$ cat config.mk
export PLATFORM = sky130hd
export DESIGN_NAME = mem_arbiter_ctrl
export DESIGN_NICKNAME = d
export VERILOG_FILES = /design/src/rtl/mem_arbiter_ctrl.sv
export SDC_FILE = /design/constraint.sdc
export NUM_CORES = 1
export LEC_CHECK = 0
export CORE_ASPECT_RATIO = 1.5
export CORE_MARGIN = 2
export CORE_UTILIZATION = 49
export CTS_CLUSTER_DIAMETER = 150
export DETAILED_ROUTE_END_ITERATION = 12
export PLACE_DENSITY = 0.81
export SKIP_LAST_GASP = 1
export SLEW_MARGIN = 20
export SYNTH_ARGS = -nofsm -noshare
export SYNTH_HDL_FRONTEND = slang
export SYNTH_SLANG_ARGS = --single-unit
$ cat constraint.sdc
create_clock -name clk -period 3 [get_ports clk]
set_clock_uncertainty 0.2 [all_clocks]
set_input_delay 0.45 -clock clk [delete_from_list [all_inputs] [get_ports clk]]
set_output_delay 0.45 -clock clk [all_outputs]
set_load 0.01 [all_outputs]
$ cat src/rtl/mem_arbiter_ctrl.sv
// Purpose: arbitrates one byte-wide RAM port between instruction fetch and load/store, serialising transfers into byte accesses.
// Latency: after the request is latched, a read of N bytes completes in cycle N+1 (last byte bypassed from ram_din); a write completes in cycle N.
// Backpressure: requesters hold req until done; stall_state freezes the pipeline meanwhile; no preemption, MEM wins ties in IDLE.
module mem_arbiter_ctrl #(
    parameter int ADDR_W  = 32,
    parameter int STALL_W = 6
) (
    input  logic               clk,
    input  logic               rst,
    input  logic               if_req,
    input  logic [ADDR_W-1:0]  if_addr,
    output logic [31:0]        if_inst,
    output logic               if_done,
    input  logic               ex_be_i,
    input  logic               mem_req,
    input  logic               mem_we,
    input  logic [1:0]         mem_size,
    input  logic [ADDR_W-1:0]  mem_addr,
    input  logic [31:0]        mem_wdata,
    output logic [31:0]        mem_rdata,
    output logic               mem_done,
    output logic [ADDR_W-1:0]  ram_addr,
    output logic               ram_wr,
    output logic [7:0]         ram_dout,
    input  logic [7:0]         ram_din,
    output logic [STALL_W-1:0] stall_state
);

    typedef enum logic [1:0] {IDLE, IF_RD, MEM_RD, MEM_WR} state_t;

    state_t              state_q;
    logic [2:0]          cyc_q;      // cycles since the request was latched (0 in IDLE)
    logic [2:0]          n_q;        // byte count of the current transfer
    logic [31:0]         buf_q;      // read bytes collected so far
    logic [31:0]         if_inst_q;
    logic [31:0]         mem_rdata_q;
    logic                if_done_q;
    logic                mem_done_q;
    logic [ADDR_W-1:0]   ram_addr_q;
    logic                ram_wr_q;
    logic [7:0]          ram_dout_q;
    logic [1:0]          lane_idx;
    logic [31:0]         rd_data_d;
    logic [2:0]          mem_n;

    function automatic logic [2:0] size_to_n(input logic [1:0] size);
        case (size)
            2'd0:    return 3'd1;
            2'd1:    return 3'd2;
            default: return 3'd4;
        endcase
    endfunction

    assign mem_n = size_to_n(mem_size);

    // Byte lane being returned this cycle; RAM data lags its address by one cycle.
    // In the done cycle the final byte is still on ram_din, so it is merged here rather than waited for.
    always_comb begin
        lane_idx  = 2'(cyc_q - 3'd2);
        rd_data_d = buf_q;
        rd_data_d[{lane_idx, 3'b000} +: 8] = ram_din;
    end

    // Transfer FSM with registered RAM-side outputs and done pulses.
    always_ff @(posedge clk) begin
        if (rst) begin
            state_q     <= IDLE;
            cyc_q       <= 3'd0;
            n_q         <= 3'd0;
            buf_q       <= 32'd0;
            if_inst_q   <= 32'd0;
            mem_rdata_q <= 32'd0;
            if_done_q   <= 1'b0;
            mem_done_q  <= 1'b0;
            ram_addr_q  <= '0;
            ram_wr_q    <= 1'b0;
            ram_dout_q  <= 8'd0;
        end else begin
            if_done_q  <= 1'b0;
            mem_done_q <= 1'b0;
            case (state_q)
                IDLE: begin
                    if (mem_req) begin
                        n_q        <= mem_n;
                        cyc_q      <= 3'd1;
                        ram_addr_q <= mem_addr;
                        buf_q      <= 32'd0;
                        if (mem_we) begin
                            state_q    <= MEM_WR;
                            ram_wr_q   <= 1'b1;
                            ram_dout_q <= mem_wdata[7:0];
                            mem_done_q <= (mem_n == 3'd1);
                        end else begin
                            state_q <= MEM_RD;
                        end
                    end else if (if_req && !ex_be_i) begin
                        state_q    <= IF_RD;
                        n_q        <= 3'd4;
                        cyc_q      <= 3'd1;
                        ram_addr_q <= if_addr;
                        buf_q      <= 32'd0;
                    end
                end
                IF_RD, MEM_RD: begin
                    if (state_q == IF_RD && ex_be_i) begin
                        // Flush: drop the fetch so IF/ID never receives a stale instruction.
                        state_q <= IDLE;
                        cyc_q   <= 3'd0;
                    end else if (cyc_q == n_q + 3'd1) begin
                        state_q <= IDLE;
                        cyc_q   <= 3'd0;
                        if (state_q == IF_RD) if_inst_q   <= rd_data_d;
                        else                  mem_rdata_q <= rd_data_d;
                    end else begin
                        cyc_q <= cyc_q + 3'd1;
                        if (cyc_q >= 3'd2) buf_q[{lane_idx, 3'b000} +: 8] <= ram_din;
                        if (cyc_q < n_q)   ram_addr_q <= ram_addr_q + ADDR_W'(1);
                        if (cyc_q == n_q) begin
                            if (state_q == IF_RD) if_done_q  <= 1'b1;
                            else                  mem_done_q <= 1'b1;
                        end
                    end
                end
                MEM_WR: begin
                    if (cyc_q == n_q) begin
                        state_q  <= IDLE;
                        cyc_q    <= 3'd0;
                        ram_wr_q <= 1'b0;
                    end else begin
                        cyc_q      <= cyc_q + 3'd1;
                        ram_addr_q <= ram_addr_q + ADDR_W'(1);
                        ram_dout_q <= mem_wdata[{cyc_q[1:0], 3'b000} +: 8];
                        mem_done_q <= (cyc_q + 3'd1 == n_q);
                    end
                end
                default: begin
                    state_q <= IDLE;
                    cyc_q   <= 3'd0;
                end
            endcase
        end
    end

    // Read data is live in its done cycle and held by the capture registers afterwards.
    // A write is suppressed while reset is asserted so an abandoned store stops immediately.
    always_comb begin
        if_inst   = if_done_q ? rd_data_d : if_inst_q;
        mem_rdata = (mem_done_q && state_q == MEM_RD) ? rd_data_d : mem_rdata_q;
        if_done   = if_done_q;
        mem_done  = mem_done_q;
        ram_addr  = ram_addr_q;
        ram_wr    = ram_wr_q & ~rst;
        ram_dout  = ram_dout_q;
        if (rst)                        stall_state = '0;
        else if (mem_req && !mem_done_q) stall_state = STALL_W'(6'b011111);
        else if (if_req && !if_done_q)   stall_state = STALL_W'(6'b000011);
        else                            stall_state = '0;
    end

endmodule

==> flow_summary.html, run 1 <==
<table>
<tr><th>Metric</th><th>Value</th></tr>
<tr><th colspan="2">Status</th></tr>
<tr><td>Status</td><td>finished with violations</td></tr>
<tr><td>Violations in the final reports</td><td>setup timing</td></tr>
<tr><th colspan="2">Routing</th></tr>
<tr><td>Drt initial violations</td><td>541</td></tr>
<tr><td>Via count of the routed design</td><td>roughly 9000</td></tr>
<tr><td>Drt drc</td><td>0</td></tr>
<tr><td>DRT antenna net count</td><td>0</td></tr>
<tr><td>Initial DRT Pass Iterations</td><td>5</td></tr>
<tr><td>Vias per cell</td><td>5.86</td></tr>
<tr><td>Wirelength, routed</td><td>roughly 27000 microns</td></tr>
<tr><td>WL/cell</td><td>about 18 microns</td></tr>
<tr><th colspan="2">Global routing</th></tr>
<tr><td>Vias in the first global route</td><td>about 8500</td></tr>
<tr><td>Busiest metal layer after global routing</td><td>met2</td></tr>
<tr><td>Met3 global-route usage</td><td>0.0568</td></tr>
<tr><td>Global-route wire length before repair</td><td>42500 microns</td></tr>
<tr><td>Global routing met2 resource utilization</td><td>0.508</td></tr>
<tr><td>Overflow after GRT</td><td>0</td></tr>
<tr><td>Initial antenna violation count</td><td>0</td></tr>
<tr><td>Total track usage</td><td>0.285</td></tr>
<tr><td>GR met1 Demand/Resource</td><td>0.324</td></tr>
<tr><td>Maximum number of pins on one net before global-route repair</td><td>102</td></tr>
<tr><th colspan="2">CTS</th></tr>
<tr><td>Skew-Pair Late Insertion Delay</td><td>around 0.43 ns</td></tr>
<tr><td>Clock edge transition at the registers on the reported setup and hold paths</td><td>0.06 ns</td></tr>
<tr><td>Number of buffers on the longest clock path</td><td>2</td></tr>
<tr><td>CTS Buf Count</td><td>17</td></tr>
<tr><td>Number of H-tree levels</td><td>4</td></tr>
<tr><td>CTS tree</td><td>done</td></tr>
<tr><td>Number of sinks on the clock net</td><td>between 100 and 150</td></tr>
<tr><td>Clock Tree Root</td><td>sky130_fd_sc_hd__clkbuf_16</td></tr>
<tr><th colspan="2">STA</th></tr>
<tr><td>Number of hold violations in the final report</td><td>0</td></tr>
<tr><td>Setup-violating endpoint count in the final report</td><td>8</td></tr>
<tr><td>Slew @ Worst Pin</td><td>approximately 1.1 ns</td></tr>
<tr><td>Ratio of final minimum period to clock period</td><td>1.03</td></tr>
<tr><td>Clock period minus final worst setup slack</td><td>3.10 ns</td></tr>
<tr><td>Fin worst setup slack</td><td>-0.101 ns</td></tr>
<tr><td>Final Max Slew Viols</td><td>0</td></tr>
<tr><td>Achievable clock frequency</td><td>~320 MHz</td></tr>
<tr><td>Tightest slew margin relative to the limit</td><td>0.283</td></tr>
<tr><td>Sum Neg Setup Slack</td><td>-0.189 ns</td></tr>
<tr><td>Setup repair after global routing missed its margin</td><td>yes</td></tr>
<tr><th colspan="2">Worst setup path</th></tr>
<tr><td>Critical Path AT</td><td>around 2.5 ns</td></tr>
<tr><td>Maximum fanout along the worst path</td><td>13</td></tr>
<tr><td>Worst setup slack for register-to-register paths</td><td>slightly above 0.3 ns</td></tr>
<tr><td>Element type at the critical path start</td><td>register</td></tr>
<tr><td>Worst Path Class, Setup</td><td>register to output pin</td></tr>
<tr><td>Number of cells on the worst reg-to-reg path</td><td>8</td></tr>
<tr><td>Required time at the endpoint of the critical path</td><td>2.35 ns</td></tr>
<tr><td>CP cell instances</td><td>inv_2, buf_6, ha_1, and4b_2, buf_4, a21oi_2, a21oi_1, clkdlybuf4s50_1</td></tr>
<tr><td>Worst path max stage delay</td><td>0.55 ns</td></tr>
<tr><td>Number of buffer and inverter stages on the critical path</td><td>4</td></tr>
<tr><td>Worst reg2reg path startpoint</td><td>cyc_q[0]$_SDFFE_PP0P_</td></tr>
<tr><td>Endpoint type of the worst setup path</td><td>output pin</td></tr>
<tr><td>Reg-to-reg endpoint</td><td>ram_addr[3]$_SDFFE_PP0P_</td></tr>
<tr><td>Dominant delay contributor by cell family on the critical path</td><td>buffers and inverters</td></tr>
<tr><td>Critical path's slowest cell</td><td>sky130_fd_sc_hd__clkdlybuf4s50_1</td></tr>
<tr><th colspan="2">Min path</th></tr>
<tr><td>Startpoint of the worst hold path</td><td>ram_dout[2]$_SDFFE_PP0P_</td></tr>
<tr><td>Hold endpoint</td><td>ram_dout[2]$_SDFFE_PP0P_</td></tr>
<tr><td>Min-Delay Path Depth</td><td>2</td></tr>
<tr><td>Hold WC Path Type</td><td>register to register</td></tr>
<tr><th colspan="2">Synthesis</th></tr>
<tr><td>Synthesized-area fraction occupied by xor and xnor cells</td><td>0.00717</td></tr>
<tr><td>Distinct cell type count of the synthesized netlist</td><td>65</td></tr>
<tr><td>Largest family of logic cells by synthesized area</td><td>compound AO/OA/AOI/OAI gates</td></tr>
<tr><td>Cell count after synthesis</td><td>1054</td></tr>
<tr><td>Area fraction in and, or, nand and nor cells after synthesis</td><td>0.212</td></tr>
<tr><td>Number of nets produced by synthesis</td><td>around 1200</td></tr>
<tr><td>Syn. warnings</td><td>0</td></tr>
<tr><td>Synth Area in Adders</td><td>0.0224</td></tr>
<tr><td>Seq/Total Area, Yosys</td><td>0.351</td></tr>
<tr><td>Avg Inst Size Synth</td><td>roughly 7.9 sq um</td></tr>
<tr><td>Share of async-settable or async-resettable flops after synthesis</td><td>0</td></tr>
<tr><td>Primary FF master, synth</td><td>sky130_fd_sc_hd__dfxtp_1</td></tr>
<tr><td>Post-Syn Area</td><td>~0.0084 sq mm</td></tr>
<tr><td>Fraction of the mapped netlist area in compound gates</td><td>0.260</td></tr>
<tr><td>Seq cells post-synth</td><td>approximately 150</td></tr>
<tr><td>Multiplexer share of the synthesized area</td><td>0.0873</td></tr>
<tr><td>Number of enable-type register cells in the synthesized netlist</td><td>0</td></tr>
<tr><th colspan="2">Power</th></tr>
<tr><td>Post-layout total power</td><td>roughly 9.3 mW</td></tr>
<tr><td>Leakage power summed over all cells</td><td>4.73 nW</td></tr>
<tr><td>Peak supply drop</td><td>0.000474 V</td></tr>
<tr><td>Pwr Density</td><td>786 mW/mm^2</td></tr>
<tr><th colspan="2">Floorplanning</th></tr>
<tr><td>Placeable Area</td><td>about 0.017 sq mm</td></tr>
<tr><td>Effective utilization at floorplan</td><td>0.499</td></tr>
<tr><td>Die area</td><td>0.0182 sq mm</td></tr>
<tr><td>Boundary pin count</td><td>around 230</td></tr>
<tr><td>Die span in x</td><td>roughly 110 microns</td></tr>
<tr><td>Cell row count</td><td>between 50 and 60</td></tr>
<tr><td>Chip Height</td><td>164 microns</td></tr>
<tr><th colspan="2">Cells and area</th></tr>
<tr><td>Layout cells sized above 1</td><td>0.166</td></tr>
<tr><td>Layout overhead on the synthesized area</td><td>40.9%</td></tr>
<tr><td>Post-layout net count</td><td>between 1000 and 1500</td></tr>
<tr><td>Final-layout fill cell count</td><td>~1400</td></tr>
<tr><td>Share of the core filled with cells</td><td>0.704</td></tr>
<tr><td>Number of diodes</td><td>0</td></tr>
<tr><th colspan="2">Placement</th></tr>
<tr><td>Gp weighted congestion</td><td>approximately 0.93</td></tr>
<tr><td>Total half-perimeter wirelength after legalization and detailed placement</td><td>18000 microns</td></tr>
<tr><td>Buffers on Ports</td><td>approximately 220</td></tr>
<tr><th colspan="2">Flow run</th></tr>
<tr><td>Max-cap check violation count</td><td>0</td></tr>
</table>
kinds of logic (layout without fill, tap and decap cells):
logic type	Yosys count	in the layout
adder cells (fa/ha/maj)	15	15
other	1	1
AO/OA/AOI/OAI	331	331
flip-flops	147	147
AND/OR/NAND/NOR	380	380
multiplexers	71	71
buffers and inverters	104	351
XOR/XNOR	5	5
report_power, final:
group,switching (mW),internal [mW],total [mW]
registers,0.362,2.34,2.70
logic,2.42,2.07,4.49
clock network,0.923,1.16,2.08
total,3.70,5.57,9.27
layout by cell type (no fill, tap or decap), types with 8 or more instances in the layout:
master | Yosys | routed
sky130_fd_sc_hd__ha_1 | 15 | 13
sky130_fd_sc_hd__a21oi_2 | 0 | 35
sky130_fd_sc_hd__nor3_1 | 8 | 8
sky130_fd_sc_hd__a21oi_1 | 126 | 88
sky130_fd_sc_hd__o31ai_1 | 9 | 9
sky130_fd_sc_hd__clkbuf_2 | 0 | 20
sky130_fd_sc_hd__dlymetal6s2s_1 | 0 | 13
sky130_fd_sc_hd__mux2i_1 | 55 | 55
sky130_fd_sc_hd__nand2_1 | 47 | 47
sky130_fd_sc_hd__buf_4 | 11 | 76
sky130_fd_sc_hd__dlygate4sd2_1 | 0 | 30
sky130_fd_sc_hd__clkdlybuf4s50_1 | 0 | 158
sky130_fd_sc_hd__a31oi_1 | 17 | 17
sky130_fd_sc_hd__inv_1 | 14 | 13
sky130_fd_sc_hd__nor2_1 | 211 | 211
sky130_fd_sc_hd__mux2_2 | 16 | 16
sky130_fd_sc_hd__a211oi_1 | 78 | 78
sky130_fd_sc_hd__nor2b_1 | 56 | 56
sky130_fd_sc_hd__nand3_1 | 17 | 17
sky130_fd_sc_hd__nand4_1 | 8 | 8
sky130_fd_sc_hd__clkbuf_16 | 0 | 17
sky130_fd_sc_hd__o21ai_0 | 22 | 22
sky130_fd_sc_hd__a211o_1 | 9 | 9
sky130_fd_sc_hd__dfxtp_1 | 147 | 145
sky130_fd_sc_hd__o22ai_1 | 11 | 11
through the flow:
stage / instances / instance area, sq um / setup slack, ns / hold WS, ns
floorplan: 1054 / 8370 / 0.112 / 0.252
global placement: 1467 / 11000 / 0.152 / 0.237
detailed placement: 1467 / 11000 / 0.103 / 0.244
CTS: 1508 / 11700 / -0.174 / 0.253
global route: 1511 / 11800 / -0.194 / 0.272
finish: 1511 / 11800 / -0.101 / 0.251
synthesized netlist by cell type, types with 4 or more instances:
master                     count  area share
sky130_fd_sc_hd__ha_1         15       0.022
sky130_fd_sc_hd__a211oi_1     78       0.070
sky130_fd_sc_hd__clkbuf_1     55       0.025
sky130_fd_sc_hd__nor3_1        8      0.0048
sky130_fd_sc_hd__dfxtp_1     147        0.35
sky130_fd_sc_hd__nand3_1      17       0.010
sky130_fd_sc_hd__o32ai_1       4      0.0042
sky130_fd_sc_hd__nand2_1      47       0.021
sky130_fd_sc_hd__o21a_1        4      0.0036
sky130_fd_sc_hd__a21o_1        4      0.0036
sky130_fd_sc_hd__nor2b_1      56       0.042
sky130_fd_sc_hd__inv_1        14      0.0063
sky130_fd_sc_hd__a21oi_1     126       0.075
sky130_fd_sc_hd__mux2_2       16       0.022
sky130_fd_sc_hd__o211ai_1      6      0.0054
sky130_fd_sc_hd__buf_2        11      0.0066
sky130_fd_sc_hd__o31ai_1       9      0.0081
sky130_fd_sc_hd__o21ai_0      22       0.013
sky130_fd_sc_hd__buf_6         7      0.0094
sky130_fd_sc_hd__buf_1         6      0.0027
sky130_fd_sc_hd__nor2_1      211       0.095
sky130_fd_sc_hd__mux2i_1      55       0.066
sky130_fd_sc_hd__a211o_1       9      0.0094
sky130_fd_sc_hd__buf_4        11      0.0099
sky130_fd_sc_hd__a31o_2        6      0.0063
sky130_fd_sc_hd__a32o_1        7      0.0084
sky130_fd_sc_hd__a41o_1        5      0.0060
sky130_fd_sc_hd__a31oi_1      17       0.013
sky130_fd_sc_hd__nand4_1       8      0.0060
sky130_fd_sc_hd__or3_1         4      0.0030
sky130_fd_sc_hd__o22ai_1      11      0.0082
worst reg2reg max path, cell delays in order (launching register included):
cell                      delay, ns
sky130_fd_sc_hd__dfxtp_1       0.34
sky130_fd_sc_hd__inv_2         0.07
sky130_fd_sc_hd__buf_6         0.15
sky130_fd_sc_hd__ha_1          0.37
sky130_fd_sc_hd__nor3_4        0.38
sky130_fd_sc_hd__o21a_1        0.52
sky130_fd_sc_hd__nor2_1        0.10
sky130_fd_sc_hd__buf_4         0.23
sky130_fd_sc_hd__a32o_1        0.23
worst max-delay path by stage:
stage / cells past startpoint / startpoint / slack, ns / end
2_1_floorplan: 6 / cyc_q[1]$_SDFFE_PP0P_ / 0.11 / if_inst[16]
3_3_place_gp: 7 / cyc_q[1]$_SDFFE_PP0P_ / 0.15 / if_inst[28]
3_5_place_dp: 7 / cyc_q[1]$_SDFFE_PP0P_ / 0.10 / if_inst[25]
4_1_cts: 7 / cyc_q[0]$_SDFFE_PP0P_ / -0.17 / if_inst[11]
5_1_grt: 8 / cyc_q[0]$_SDFFE_PP0P_ / -0.19 / if_inst[6]
6_report: 8 / cyc_q[0]$_SDFFE_PP0P_ / -0.10 / if_inst[6]
layer usage:
metal  vias to the layer above  share of wire
met5                         -              0
met4                         0          0.040
met3                        68          0.059
met2                       356           0.52
met1                      4166           0.38
li1                       4263              -
state kept, by name (all words and copies together), names as in the netlist:
| register | cells |
|---|---|
| cyc_q | 3 |
| buf_q | 32 |
| if_inst_q | 32 |
| mem_done | 1 |
| state_q | 2 |
| ram_dout | 8 |
| ram_wr_q | 1 |
| ram_addr | 32 |
| mem_rdata_q | 32 |
| if_done | 1 |
| n_q | 3 |
what timing repair did:
action / 4_1_cts / 5_1_grt
buffers inserted: 10 / 3
setup endpoints to repair: 64 / 63
pin swaps: 6 / 16
gates resized for setup: 71 / 80
hold buffers: 0 / 0
hold endpoints to repair: 0 / 0
final cells by class:
cell class / count / area (sq um) / area share
clock inverters: 14 / 140 / 0.0119
flip-flops and latches: 147 / 2950 / 0.250
clock buffers: 17 / 425 / 0.0361
inverters: 14 / 52.6 / 0.00446
well taps: 210 / 263 / 0.0223
repair buffers: 306 / 2830 / 0.240
multi-input cells: 803 / 5130 / 0.435
Note: power is estimated with default switching activity, not from simulation.
==> inputs of run 2 (changes only) <==
--- a/config.mk
+++ b/config.mk
@@ -5,6 +5,7 @@
 export SDC_FILE = /design/constraint.sdc
 export NUM_CORES = 1
 export LEC_CHECK = 0
+export CAP_MARGIN = 40
 export CORE_ASPECT_RATIO = 1.5
 export CORE_MARGIN = 2
 export CORE_UTILIZATION = 49
==> run 2 against run 1 <==
Effect of this change: the flow now finishes without violations; sequential share of layout area shrank 0.23 points; non-clock buffer count grew 3; core utilization grew 0.66 points; cell count grew 0.26%; clock-buffer cell count grew 1; sequential power is essentially flat; sequential cell count is the same; largest power group unchanged.
==> flow_summary.html, run 2 (synthesis gave the netlist of run 1 again) <==
<table>
<tr><th>Metric</th><th>Value</th></tr>
<tr><th colspan="2">Flow run</th></tr>
<tr><td>Max-cap check violation count</td><td>0 (unchanged)</td></tr>
<tr><th colspan="2">Cells and area</th></tr>
<tr><td>Most frequent standard cell in the layout excluding fill and tap cells</td><td>sky130_fd_sc_hd__nor2_1 (unchanged)</td></tr>
<tr><td>Layout overhead on the synthesized area</td><td>42.2% (was 40.9%)</td></tr>
<tr><td>Post-layout instance area</td><td>0.0119 sq mm (was 0.0118 sq mm)</td></tr>
<tr><td>Layout cells sized above 1</td><td>0.172 (was 0.166)</td></tr>
<tr><td>Number of non-filler instances in the completed layout</td><td>1515 (was 1511)</td></tr>
<tr><td>Final-layout fill cell count</td><td>1290 (was 1357)</td></tr>
<tr><td>Post-layout net count</td><td>1419 (was 1416)</td></tr>
<tr><td>Share of the core filled with cells</td><td>0.710 (was 0.704)</td></tr>
<tr><td>Number of diodes</td><td>0 (unchanged)</td></tr>
<tr><td>Top library cells by usage in the layout, fill and taps aside</td><td>211 x sky130_fd_sc_hd__nor2_1, 157 x sky130_fd_sc_hd__clkdlybuf4s50_1, 145 x sky130_fd_sc_hd__dfxtp_1 (was 211 x sky130_fd_sc_hd__nor2_1, 158 x sky130_fd_sc_hd__clkdlybuf4s50_1, 145 x sky130_fd_sc_hd__dfxtp_1)</td></tr>
<tr><th colspan="2">STA</th></tr>
<tr><td>Achievable clock frequency</td><td>335 MHz (was 322 MHz)</td></tr>
<tr><td>Tightest slew margin relative to the limit</td><td>0.497 (was 0.283)</td></tr>
<tr><td>Ratio of final minimum period to clock period</td><td>0.995 (was 1.03)</td></tr>
<tr><td>Setup repair after global routing missed its margin</td><td>yes (unchanged)</td></tr>
<tr><td>Number of hold violations in the final report</td><td>0 (unchanged)</td></tr>
<tr><td>Clock period minus final worst setup slack</td><td>2.98 ns (was 3.10 ns)</td></tr>
<tr><td>Slew @ Worst Pin</td><td>0.754 ns (was 1.08 ns)</td></tr>
<tr><td>Final Max Slew Viols</td><td>0 (unchanged)</td></tr>
<tr><td>Setup-violating endpoint count in the final report</td><td>0 (was 8)</td></tr>
<tr><th colspan="2">Worst setup path</th></tr>
<tr><td>Critical path's slowest cell</td><td>sky130_fd_sc_hd__dfxtp_1 (was sky130_fd_sc_hd__clkdlybuf4s50_1)</td></tr>
<tr><td>CP cell instances</td><td>buf_4, ha_1, nor4bb_2, buf_4, buf_4, a21oi_1, a21oi_1, dlygate4sd2_1 (was inv_2, buf_6, ha_1, and4b_2, buf_4, a21oi_2, a21oi_1, clkdlybuf4s50_1)</td></tr>
<tr><td>Maximum fanout along the worst path</td><td>8 (was 13)</td></tr>
<tr><td>Endpoint type of the worst setup path</td><td>output pin (unchanged)</td></tr>
<tr><td>Dominant delay contributor by cell family on the critical path</td><td>buffers and inverters (unchanged)</td></tr>
<tr><td>Most used cell, CP</td><td>sky130_fd_sc_hd__buf_4</td></tr>
<tr><td>Critical Path AT</td><td>2.33 ns (was 2.45 ns)</td></tr>
<tr><td>Element type at the critical path start</td><td>register (unchanged)</td></tr>
<tr><td>Required time at the endpoint of the critical path</td><td>2.35 ns (about the same)</td></tr>
<tr><td>Number of buffer and inverter stages on the critical path</td><td>4 (unchanged)</td></tr>
<tr><td>Worst path max stage delay</td><td>0.32 ns (was 0.55 ns)</td></tr>
<tr><td>Worst Path Class, Setup</td><td>register to output pin (unchanged)</td></tr>
<tr><th colspan="2">CTS</th></tr>
<tr><td>Skew-Pair Late Insertion Delay</td><td>0.43 ns (about the same)</td></tr>
<tr><td>Clock Tree Root</td><td>sky130_fd_sc_hd__clkbuf_16 (unchanged)</td></tr>
<tr><td>Clock edge transition at the registers on the reported setup and hold paths</td><td>0.07 ns (was 0.06 ns)</td></tr>
<tr><td>Number of buffers on the longest clock path</td><td>2 (unchanged)</td></tr>
<tr><td>Number of sinks on the clock net</td><td>147 (unchanged)</td></tr>
<tr><td>CTS tree</td><td>done (unchanged)</td></tr>
<tr><td>CTS Buf Count</td><td>17 (unchanged)</td></tr>
<tr><td>Number of H-tree levels</td><td>4 (unchanged)</td></tr>
<tr><td>Cts hold-fix bufs</td><td>0 (unchanged)</td></tr>
<tr><th colspan="2">Power</th></tr>
<tr><td>Proportion of power drawn by the clock network</td><td>0.230 (was 0.225)</td></tr>
<tr><td>Share of power burned in registers</td><td>0.287 (was 0.291)</td></tr>
<tr><td>Post-layout total power</td><td>9.42 mW (was 9.27 mW)</td></tr>
<tr><td>Net switching share of the total power</td><td>0.402 (was 0.399)</td></tr>
<tr><td>Leakage power summed over all cells</td><td>4.80 nW (was 4.73 nW)</td></tr>
<tr><td>Power dissipated by switching net loads</td><td>3.79 mW (was 3.70 mW)</td></tr>
<tr><td>Logic gate share of total power</td><td>0.483 (was 0.484)</td></tr>
<tr><td>Peak supply drop</td><td>0.000436 V (was 0.000474 V)</td></tr>
<tr><td>Pwr Density</td><td>792 mW/mm^2 (was 786 mW/mm^2)</td></tr>
<tr><td>Internal power</td><td>5.64 mW (was 5.57 mW)</td></tr>
<tr><th colspan="2">Global routing</th></tr>
<tr><td>Initial antenna violation count</td><td>0 (unchanged)</td></tr>
<tr><td>Vias in the first global route</td><td>8468 (was 8522)</td></tr>
<tr><td>Maximum number of pins on one net before global-route repair</td><td>67 (was 102)</td></tr>
<tr><td>Total track usage</td><td>0.280 (was 0.285)</td></tr>
<tr><td>Global-route wire length before repair</td><td>42000 microns (was 42500 microns)</td></tr>
<tr><td>Overflow after GRT</td><td>0 (unchanged)</td></tr>
<tr><th colspan="2">Min path</th></tr>
<tr><td>Hold WC Path Type</td><td>register to register (unchanged)</td></tr>
<tr><th colspan="2">Placement</th></tr>
<tr><td>Placed cell area</td><td>0.0111 sq mm (was 0.0110 sq mm)</td></tr>
<tr><td>Gp weighted congestion</td><td>0.926 (unchanged)</td></tr>
<tr><td>Cell count after placement</td><td>1468 (was 1467)</td></tr>
<tr><td>Buffers on Ports</td><td>223 (unchanged)</td></tr>
<tr><td>Total half-perimeter wirelength after legalization and detailed placement</td><td>18100 microns (was 18000 microns)</td></tr>
<tr><th colspan="2">Routing</th></tr>
<tr><td>Wirelength, routed</td><td>26800 microns (was 26500 microns)</td></tr>
<tr><td>Vias per cell</td><td>5.89 (was 5.86)</td></tr>
<tr><td>Via count of the routed design</td><td>8925 (was 8853)</td></tr>
<tr><td>Drt initial violations</td><td>690 (was 541)</td></tr>
<tr><td>Initial DRT Pass Iterations</td><td>5 (unchanged)</td></tr>
<tr><td>DRT antenna net count</td><td>0 (unchanged)</td></tr>
<tr><td>Drt drc</td><td>0 (unchanged)</td></tr>
<tr><td>WL/cell</td><td>17.7 microns (was 17.6 microns)</td></tr>
<tr><th colspan="2">Floorplanning</th></tr>
<tr><td>Die span in x</td><td>111 microns (unchanged)</td></tr>
<tr><td>Chip Height</td><td>164 microns (unchanged)</td></tr>
<tr><td>Cell row count</td><td>58 (unchanged)</td></tr>
<tr><td>Effective utilization at floorplan</td><td>0.499 (unchanged)</td></tr>
<tr><td>Placeable Area</td><td>0.0168 sq mm (unchanged)</td></tr>
<tr><td>Boundary pin count</td><td>225 (unchanged)</td></tr>
<tr><td>Die area</td><td>0.0182 sq mm (unchanged)</td></tr>
<tr><th colspan="2">Status</th></tr>
<tr><td>Status</td><td>finished, final reports clean (was finished with violations)</td></tr>
</table>
run 2: changes by cell type in the layout (fill, tap and decap cells not counted), sizes merged, moves of 2 or more:
cell | before | now
buf | 85 | 90
clkdlybuf4s15 | 0 | 8
clkinv | 1 | 6
clkinvlp | 4 | 1
dlygate4sd2 | 30 | 18
dlymetal6s2s | 13 | 16
inv | 22 | 20
run 2: final cells by class:
type	instances	area (sq um)	area share
inverter	14	52.6	0.00441
multi-input combinational	803	5160	0.434
sequential	147	2950	0.247
timing repair buffer	309	2880	0.242
clock inverter	14	170	0.0143
clock buffer	18	429	0.0360
tap	210	263	0.0221
run 2: power groups by stage:
stage	logic, mW	clock network (mW)	registers [mW]
finish	4.56	2.17	2.70
global route	4.91	2.26	2.76
CTS	4.42	2.17	2.69
detailed placement	4.40	0	2.72
global placement	4.33	0	2.72
floorplan	2.60	0	2.75
run 2: path summary, 6_finish.rpt:
path	startpoint	endpoint	slack (ns)	cells past startpoint
max	cyc_q[0]$_SDFFE_PP0P_	if_inst[8]	0.02	8
min reg2reg	ram_dout[2]$_SDFFE_PP0P_	ram_dout[2]$_SDFFE_PP0P_	0.25	2
max reg2reg	cyc_q[0]$_SDFFE_PP0P_	ram_addr[6]$_SDFFE_PP0P_	0.31	8
min	ram_dout[2]$_SDFFE_PP0P_	ram_dout[2]$_SDFFE_PP0P_	0.25	2
run 2: metrics by stage:
| step | hold slack, ns | setup TNS [ns] | worst slack (ns) |
|---|---|---|---|
| after global routing | 0.267 | -0.411 | -0.124 |
| after detailed placement | 0.246 | 0 | 0.0950 |
| after CTS | 0.252 | -4.02 | -0.255 |
| after global placement | 0.237 | 0 | 0.152 |
| after floorplan | 0.252 | 0 | 0.112 |
| final | 0.250 | 0 | 0.0151 |
run 2: repair_timing:
action                     4_1_cts  5_1_grt
setup endpoints to repair       64       61
buffers inserted                10        5
gates resized for setup         66      106
pin swaps                        8       16
run 2: worst min-delay path, cell delays in order, from the launching register on:
cell	delay, ns
sky130_fd_sc_hd__dfxtp_1	0.31
sky130_fd_sc_hd__nand2_1	0.05
sky130_fd_sc_hd__a21oi_1	0.05
run 2: metal layers:
metal,part of all wire,GRT usage,vias up
met3,0.062,0.0502,73
met5,0,0,-
met4,0.042,0.139,0
met2,0.52,0.506,396
met1,0.38,0.319,4176
li1,-,-,4280
